$ cat config.mk
export PLATFORM = sky130hd
export DESIGN_NAME = rstack_seq_flat
export DESIGN_NICKNAME = d
export VERILOG_FILES = /design/src/rtl/rstack_seq_if.sv /design/src/rtl/rstack_seq.sv /design/src/flat_wrapper.sv
export SDC_FILE = /design/constraint.sdc
export NUM_CORES = 1
export LEC_CHECK = 0
export CAP_MARGIN = 20
export CORE_MARGIN = 5
export CORE_UTILIZATION = 50
export DETAILED_ROUTE_END_ITERATION = 10
export GPL_TIMING_DRIVEN = 0
export PLACE_DENSITY = 0.79
export SETUP_SLACK_MARGIN = 0.05
export SYNTH_ARGS = -nofsm -noshare
export SYNTH_HDL_FRONTEND = slang
export SYNTH_SLANG_ARGS = --single-unit
$ cat constraint.sdc
create_clock -name clk -period 2.3 [get_ports clk]
set_input_delay 0.46 -clock clk [delete_from_list [all_inputs] [get_ports clk]]
set_output_delay 0.46 -clock clk [all_outputs]
set_load 0.05 [all_outputs]
$ cat src/rtl/rstack_seq_if.sv
// Core-side port bundle for the return-stack sequencer.
//
// Handshake: the core raises push or pop (with push_addr) while busy is low;
// the sequencer samples the request on that rising edge. An accepted request
// raises busy for four cycles, then done pulses for one cycle. A rejected
// request leaves busy low and pulses err for one cycle. Requests seen while
// busy is high are dropped, not queued.
interface rstack_seq_if;
    logic        push;
    logic        pop;
    logic [11:0] push_addr;
    logic [11:0] pop_addr;
    logic        busy;
    logic        done;
    logic        err;
    logic        empty;
    logic        full;

    modport master (
        output push, pop, push_addr,
        input  pop_addr, busy, done, err, empty, full
    );

    modport slave (
        input  push, pop, push_addr,
        output pop_addr, busy, done, err, empty, full
    );
endinterface

$ cat src/rtl/rstack_seq.sv
// Return-stack sequencer: stores 12-bit return addresses as four 3-bit triads
// (least-significant first) in a LIFO region of an external 3-bit word RAM.
// RAM-side outputs are decoded purely from registered state.
module rstack_seq #(
    parameter logic [11:0] BASE  = 12'hE00,
    parameter int unsigned DEPTH = 64
) (
    input  logic        clk,
    input  logic        rst,
    rstack_seq_if.slave core,
    output logic        R_F,
    output logic [11:0] Address,
    output logic [2:0]  Data_In,
    input  logic [2:0]  Data_Out,
    output logic [1:0]  state_dbg
);
    localparam int SPW = $clog2(DEPTH + 1);

    typedef enum logic [1:0] {
        IDLE = 2'd0,
        PUSH = 2'd1,
        POP  = 2'd2
    } state_t;

    state_t         state_q, state_d;
    logic [SPW-1:0] sp_q, sp_d;
    logic [1:0]     k_q, k_d;
    logic [11:0]    data_q, data_d;       // latched address being pushed
    logic [11:0]    shadow_q, shadow_d;   // triads gathered during a pop
    logic [11:0]    pop_addr_q, pop_addr_d;
    logic           done_q, done_d;
    logic           err_q, err_d;
    logic           is_empty, is_full;
    logic [SPW-1:0] sp_top;               // index of the top entry (sp-1)

    assign is_empty = (sp_q == '0);
    assign is_full  = (sp_q == SPW'(DEPTH));
    assign sp_top   = sp_q - SPW'(1);

    assign core.busy     = (state_q != IDLE);
    assign core.done     = done_q;
    assign core.err      = err_q;
    assign core.empty    = is_empty;
    assign core.full     = is_full;
    assign core.pop_addr = pop_addr_q;
    assign state_dbg     = state_q;

    // Registered state; reset returns everything to the idle/empty condition.
    always_ff @(posedge clk) begin
        if (rst) begin
            state_q    <= IDLE;
            sp_q       <= '0;
            k_q        <= 2'd0;
            data_q     <= 12'h000;
            shadow_q   <= 12'h000;
            pop_addr_q <= 12'h000;
            done_q     <= 1'b0;
            err_q      <= 1'b0;
        end else begin
            state_q    <= state_d;
            sp_q       <= sp_d;
            k_q        <= k_d;
            data_q     <= data_d;
            shadow_q   <= shadow_d;
            pop_addr_q <= pop_addr_d;
            done_q     <= done_d;
            err_q      <= err_d;
        end
    end

    // Request decode, triad stepping and completion bookkeeping.
    always_comb begin
        state_d    = state_q;
        sp_d       = sp_q;
        k_d        = k_q;
        data_d     = data_q;
        shadow_d   = shadow_q;
        pop_addr_d = pop_addr_q;
        done_d     = 1'b0;
        err_d      = 1'b0;
        case (state_q)
            IDLE: begin
                if (core.push && core.pop) begin
                    err_d = 1'b1;
                end else if (core.push) begin
                    if (is_full) begin
                        err_d = 1'b1;
                    end else begin
                        data_d  = core.push_addr;
                        k_d     = 2'd0;
                        state_d = PUSH;
                    end
                end else if (core.pop) begin
                    if (is_empty) begin
                        err_d = 1'b1;
                    end else begin
                        k_d     = 2'd0;
                        state_d = POP;
                    end
                end
            end
            PUSH: begin
                k_d = k_q + 2'd1;
                if (k_q == 2'd3) begin
                    sp_d    = sp_q + SPW'(1);
                    k_d     = 2'd0;
                    done_d  = 1'b1;
                    state_d = IDLE;
                end
            end
            POP: begin
                case (k_q)
                    2'd0:    shadow_d[2:0]  = Data_Out;
                    2'd1:    shadow_d[5:3]  = Data_Out;
                    2'd2:    shadow_d[8:6]  = Data_Out;
                    default: shadow_d[11:9] = Data_Out;
                endcase
                k_d = k_q + 2'd1;
                if (k_q == 2'd3) begin
                    pop_addr_d = shadow_d;
                    sp_d       = sp_top;
                    k_d        = 2'd0;
                    done_d     = 1'b1;
                    state_d    = IDLE;
                end
            end
            default: begin
                state_d = IDLE;
            end
        endcase
    end

    // RAM-side drive, decoded from registered state only.
    always_comb begin
        R_F     = 1'b0;
        Address = BASE;
        Data_In = 3'd0;
        case (state_q)
            PUSH: begin
                R_F     = 1'b1;
                Address = BASE + (12'(sp_q) << 2) + {10'd0, k_q};
                case (k_q)
                    2'd0:    Data_In = data_q[2:0];
                    2'd1:    Data_In = data_q[5:3];
                    2'd2:    Data_In = data_q[8:6];
                    default: Data_In = data_q[11:9];
                endcase
            end
            POP: begin
                Address = BASE + (12'(sp_top) << 2) + {10'd0, k_q};
            end
            default: begin
                R_F     = 1'b0;
            end
        endcase
    end
endmodule
$ cat src/flat_wrapper.sv
// flat-port wrapper written by rule: the top's interface ports become plain ports
module rstack_seq_flat 
#(
    parameter logic [11:0] BASE  = 12'hE00,
    parameter int unsigned DEPTH = 64
)
  (clk, rst, R_F, Address, Data_In, Data_Out, state_dbg, core_push, core_pop, core_push_addr, core_pop_addr, core_busy, core_done, core_err, core_empty, core_full);
  rstack_seq_if core_i ();
  input  logic clk;
  input  logic rst;
  output logic R_F;
  output logic [11:0] Address;
  output logic [2:0] Data_In;
  input  logic [2:0] Data_Out;
  output logic [1:0] state_dbg;
  input wire logic [$bits(core_i.push)-1:0] core_push;
  input wire logic [$bits(core_i.pop)-1:0] core_pop;
  input wire logic [$bits(core_i.push_addr)-1:0] core_push_addr;
  output wire logic [$bits(core_i.pop_addr)-1:0] core_pop_addr;
  output wire logic [$bits(core_i.busy)-1:0] core_busy;
  output wire logic [$bits(core_i.done)-1:0] core_done;
  output wire logic [$bits(core_i.err)-1:0] core_err;
  output wire logic [$bits(core_i.empty)-1:0] core_empty;
  output wire logic [$bits(core_i.full)-1:0] core_full;
  assign core_i.push = core_push;
  assign core_i.pop = core_pop;
  assign core_i.push_addr = core_push_addr;
  assign core_pop_addr = core_i.pop_addr;
  assign core_busy = core_i.busy;
  assign core_done = core_i.done;
  assign core_err = core_i.err;
  assign core_empty = core_i.empty;
  assign core_full = core_i.full;
  rstack_seq #(.BASE(BASE), .DEPTH(DEPTH)) u_core (.clk(clk), .rst(rst), .core(core_i), .R_F(R_F), .Address(Address), .Data_In(Data_In), .Data_Out(Data_Out), .state_dbg(state_dbg));
endmodule
# Word-level counts from Yosys, hierarchy flattened

Cells that the tools add are included.

Register bits after elaboration: 49
Output and inout port bits: 35

$add $sub $neg: 7
Equal/unequal tests: 13
Muxes and demuxes: 31
Bitwise logic cells: 4
Reductions and logical operators: 16

Operators by type and width:

| operator                                                            | count |
|---|---|
| 12-bit by 2-bit adder with 12-bit output                            | 2 |
| 2-bit two-way mux                                                   | 12 |
| 12-bit one-hot mux with 2 select lines                              | 1 |
| 10-bit by 10-bit adder with 11-bit output (first input constant)    | 2 |
| 3-bit two-way mux                                                   | 5 |
| 7-bit two-way mux                                                   | 2 |
| 7-bit one-hot mux with 2 select lines                               | 1 |
| 5-bit AND reduction                                                 | 2 |
| 3-bit != test (second input constant)                               | 3 |
| 3-bit one-hot mux with 3 select lines                               | 1 |
| 2-bit one-hot mux with 2 select lines                               | 2 |
| 7-bit by 1-bit adder with 7-bit output (second input constant)      | 1 |
| 7-bit == test (second input constant)                               | 1 |
| 7-bit logical NOT                                                   | 1 |
| 1-bit two-way mux                                                   | 7 |
| 7-bit by 1-bit subtractor with 7-bit output (second input constant) | 1 |
| 2-bit == test (second input constant)                               | 3 |
| 2-bit by 1-bit != test with 1-bit output (second input constant)    | 3 |
| 2-bit nonzero test                                                  | 3 |
| 2-bit OR reduction                                                  | 3 |
| 2-bit by 1-bit == test with 1-bit output (second input constant)    | 2 |
| 2-bit logical NOT                                                   | 2 |
| 1-bit inverter                                                      | 4 |
| 4-bit AND reduction                                                 | 1 |
| other kinds (6)                                                     | 6 |

# Longest topological paths before layout

Depth in word-level cells: 6
Mapped depth: 7
Depth with buffers taken out: 6

# Worst setup path after synthesis

Ideal clock, no wire load.

Path kind: register -> output
Start: reg u_core.state_q[0] (netlist: u_core.state_dbg[0])
End: out Address[4]
Arrival time: 2,904 ps
Required time: 1,840 ps
Path slack: -1,064 ps
Stages on the path, launching flop included: 4
Path buffers: 0
Cell sequence: dfxtp_1 -> ha_1 -> inv_1 -> a311oi_1

Word-level cells in the longest chain between the ends: 2
Elaborated cells between the ends (all ways): 3
Classes of those cells: eq/ne (2); mux (1)

RTL lines:

| what                                                                             | line               | source |
|---|---|---|
| from (decl)                                                                      | rstack_seq.sv:25   | `state_t state_q, state_d;` |
| from (signal assigned)                                                           | rstack_seq.sv:60   | `state_q <= state_d;` |
| 2-bit == test / 2-bit by 1-bit == test with 1-bit output (equally long branches) | rstack_seq.sv:138  | `case (state_q)` |
| 12-bit one-hot mux with 2 select lines *                                         | rstack_seq.sv:138  |  |
| to (decl)                                                                        | flat_wrapper.sv:12 | `output logic [11:0] Address;` |

Mark *: on every way between the ends. The rest lies on a longest branch, timed or not.

# Final worst setup path

Start: reg u_core.k_q[1]
End: out Data_In[2]

Word-level cells in the longest chain between the ends: 3
Elaborated cells between the ends (all ways): 5
Classes of those cells: eq/ne (2); mux (2); reduce/logical (1)

RTL lines:

| what                                        | line               | source |
|---|---|---|
| from (decl)                                 | rstack_seq.sv:27   | `logic [1:0] k_q, k_d;` |
| from (signal assigned)                      | rstack_seq.sv:62   | `k_q <= k_d;` |
| 2-bit == test, or another cell as far along | rstack_seq.sv:142  | `case (k_q)` |
| 3-bit one-hot mux with 3 select lines *     | rstack_seq.sv:142  |  |
| 3-bit two-way mux *                         | rstack_seq.sv:138  |  |
| to (decl)                                   | flat_wrapper.sv:13 | `output logic [2:0] Data_In;` |

Marks and branches as above.

==> impl_metrics.env <==
export IMPL_hold_viol=0
export IMPL_finalCritPeriodShare=0.982
export IMPL_drt_initial_drc_count=223
export IMPL_worstReg2RegEnd="u_core.sp_q[6]$_SDFFE_PP0P_"
export IMPL_skew_ns=0.00855
export IMPL_drcViolationCount=0
export IMPL_criticalPathCategory="reg -> out"
export IMPL_vias_per_cell=5.61
export IMPL_ir_drop_mv=0.556
export IMPL_setup_violations_final=0
export IMPL_internal_power_mw=2.27
export IMPL_core_area_mm2=0.00475
export IMPL_r2r_start="u_core.state_dbg[1]$_SDFFE_PP0P_"
export IMPL_grt_use_met2=0.311
export IMPL_nNetsFinal=385
export IMPL_clockPowerShare=0.150
export IMPL_arrival_ns=1.80
export IMPL_cts_made_buffers=5
export IMPL_slew_viol_final=0
export IMPL_ff2ff_setup_slack_ns=0.36
export IMPL_drv_cap=0
export IMPL_whs_endpoint="u_core.shadow_q[3]$_SDFFE_PP0P_"
export IMPL_max_freq_mhz=443
export IMPL_gp_congestion=0.851
export IMPL_p_leak_nw=1.37
export IMPL_clock_latency_ns=0.30
export IMPL_port_buffers=48
export IMPL_synthFlopType="dfxtp_1"
export IMPL_layout_drive_gt1_share=0.300
export IMPL_row_count=25
export IMPL_grt_pass1_vias=2174
export IMPL_p_switching_mw=1.77
export IMPL_gr_usage_met3=0.0440
export IMPL_synthArstFlopShare=0
export IMPL_post_drt_wl_per_cell_um=16.1
export IMPL_postLayoutCellArea_mm2=0.00358
export IMPL_grt_max_degree=15
export IMPL_dp_hpwl_um=4230
export IMPL_n_antenna_cell=0
export IMPL_fp_dieH_um=80.0
export IMPL_min_period_ns=2.26
export IMPL_end_kind="output pin"
export IMPL_num_vias=2377
export IMPL_synth_edf_count=0
export IMPL_synth_cell_types=46
export IMPL_cts_sinks=46
export IMPL_status="completed"
export IMPL_clkTransAtPathRegs_ns=0.09
export IMPL_grt_overflow_total=0
export IMPL_clockRootBuffer="clkbuf_8"
export IMPL_cts_htree_levels=2
export IMPL_syn_mean_instance_area_um2=8.72
export IMPL_pwr_share_comb=0.602
export IMPL_tightest_slew_ns=0.499
export IMPL_netlist_area_mm2=0.00245
export IMPL_grt_use_total=0.203
export IMPL_wirelength_um=6850
export IMPL_ant_nets=0
export IMPL_start_util=0.515
export IMPL_holdPathStages=2
export IMPL_netlist_instances=281
export IMPL_r2r_cells=7
export IMPL_yosysWarningCount=0
export IMPL_antenna_found_initial=0
export IMPL_seqPwrFrac=0.248
export IMPL_grt_pass1_wl_um=10100
export IMPL_drt_first_pass_iters=5
export IMPL_rsz0062_at_grt="yes"
export IMPL_grt_busiest_layer="met2"
export IMPL_ys_ff_latch=46
export IMPL_hold_class="reg -> reg"
export IMPL_cts_tree="yes"
export IMPL_ys_seq_area_frac=0.376
export IMPL_crit_path_max_fanout=4
export IMPL_p_per_area_mw_per_mm2=1130
export IMPL_grt_met1_usage=0.276
export IMPL_placed_area_mm2=0.00311
export IMPL_cp_required_ns=1.84
export IMPL_hp_start="u_core.shadow_q[3]$_SDFFE_PP0P_"
export IMPL_io_pins=54
export IMPL_start_kind="flip-flop"
export IMPL_area_delta_synth_final_pct=46.3
export IMPL_fp_dieW_um=80.0
export IMPL_slew_headroom=0.667
export IMPL_clock_path_buffers=2
export IMPL_die_area_mm2=0.00640
export IMPL_whs_ns=0.461
export IMPL_swShare=0.439
==> per-layer routing <==
layer,part of all wire,routed length [um]
met2,0.46,3120
met1,0.45,3050
met4,0.026,180
met3,0.073,502
met5,0,0
==> Yosys cell counts (3+ instances only) <==
cell      instances  area (um2)
a211oi_1         10        75.1
a21oi_1          19        95.1
a222oi_1          3        30.0
buf_2             9        45.0
buf_4             3        22.5
clkbuf_1          9        33.8
dfxtp_1          46         921
ha_1             10         125
inv_1             9        33.8
mux2_2            4        45.0
mux2i_1          25         250
nand2_1          23        86.3
nand2b_1          6        37.5
nand3_1          14        70.1
nand3b_1          4        30.0
nor2_1           40         150
o21ai_0           4        20.0
xnor2_1           3        26.3
xor2_1            7        61.3
==> state kept, by name (all words and copies together), names as in the netlist <==
signal / flops
u_core.core.err: 1
u_core.core.done: 1
u_core.k_q: 2
u_core.sp_q: 7
u_core.data_q: 12
u_core.shadow_q: 9
u_core.state_dbg: 2
u_core.core.pop_addr: 12
==> critical path, cell delays in order, from the launching register on <==
cell and delay (ns):
dfxtp_4 0.38, buf_12 0.13, ha_4 0.17, a222oi_1 0.37
nor2_1 0.10, a21oi_2 0.15, nor2_2 0.06, buf_6 0.15
==> logic make-up (layout without fill, tap and decap cells) <==
logic type               count (synthesis)  in the layout  synth area share
buffers and inverters                   33            107            0.0659
other                                    1              3           0.00153
flip-flops                              46             46             0.376
multiplexers                            29             29             0.121
AO/OA/AOI/OAI                           48             48             0.133
adder cells (fa/ha/maj)                 10             10            0.0511
AND/OR/NAND/NOR                        104            104             0.216
XOR/XNOR                                10             10            0.0358
==> worst max-delay path by stage <==
stage	startpoint	to
after floorplan	u_core.state_dbg[0]$_SDFFE_PP0P_	Address[6]
after global routing	u_core.sp_q[1]$_SDFFE_PP0P_	Address[6]
after global placement	u_core.state_dbg[0]$_SDFFE_PP0P_	Address[6]
after detailed placement	u_core.state_dbg[0]$_SDFFE_PP0P_	Address[6]
final	u_core.k_q[1]$_SDFFE_PP0P_	Data_In[2]
after CTS	u_core.state_dbg[1]$_SDFFE_PP0P_	Address[6]
==> power groups by stage <==
stage | clock, mW | sequential, mW | combinational, mW
after floorplan | 0 | 1.06 | 1.27
after global placement | 0 | 1.01 | 1.74
after detailed placement | 0 | 1.01 | 1.76
after CTS | 0.612 | 1.00 | 2.13
after global routing | 0.649 | 1.02 | 2.56
final | 0.607 | 1.00 | 2.43
==> layout make-up <==
class	instances	area (um2)
buffer	20	138
clock buffer	6	72.6
clock inverter	2	36.3
fill	343	1170
inverter	9	56.3
multi-input combinational	204	1590
sequential	46	943
tap	67	83.8
timing repair buffer	70	662
==> cells in the final DEF (no fill, tap or decap), types with 2 or more instances in the layout <==
cell             count
o211ai_1             2
ha_4                 7
clkinvlp_4           2
and4b_1              2
a222oi_1             3
buf_4               21
dfxtp_1             40
nand2b_1             6
xnor2_1              3
buf_6               13
a31oi_4              2
o221ai_1             2
clkbuf_8             5
nand3b_1             4
inv_4                7
a211oi_1            10
nor3_4               3
nor2_2               4
xor2_1               6
ha_1                 3
nand3_1             14
clkbuf_1             6
nor2_1              35
a21oi_1             16
mux2_2               4
dfxtp_4              6
nand2_1             22
mux2i_1             25
o21ai_2              3
a21oi_2              2
clkdlybuf4s50_1     33
conb_1               3
buf_2               11
==> through the flow <==
stage | TNS, ns | std cells | total power [mW] | util | setup slack (ns)
final | 0 | 424 | 4.04 | 0.754 | 0.0424
after global routing | -0.0813 | 424 | 4.22 | 0.754 | -0.0452
after CTS | 0 | 417 | 3.74 | 0.722 | 0.0105
after detailed placement | -5.73 | 398 | 2.77 | 0.654 | -0.575
after global placement | -5.41 | 398 | 2.74 | 0.654 | -0.549
after floorplan | 0 | 283 | 2.33 | - | 0.114
==> repair_timing <==
item / CTS / global route
setup buffers: 14 / 7
pin swaps: 8 / 8
resized for setup: 115 / 31
gates cloned: 0 / 1
hold buffers: 0 / 0
endpoints found under the setup margin: 16 / 12
Power figures use the tool's default switching activity.
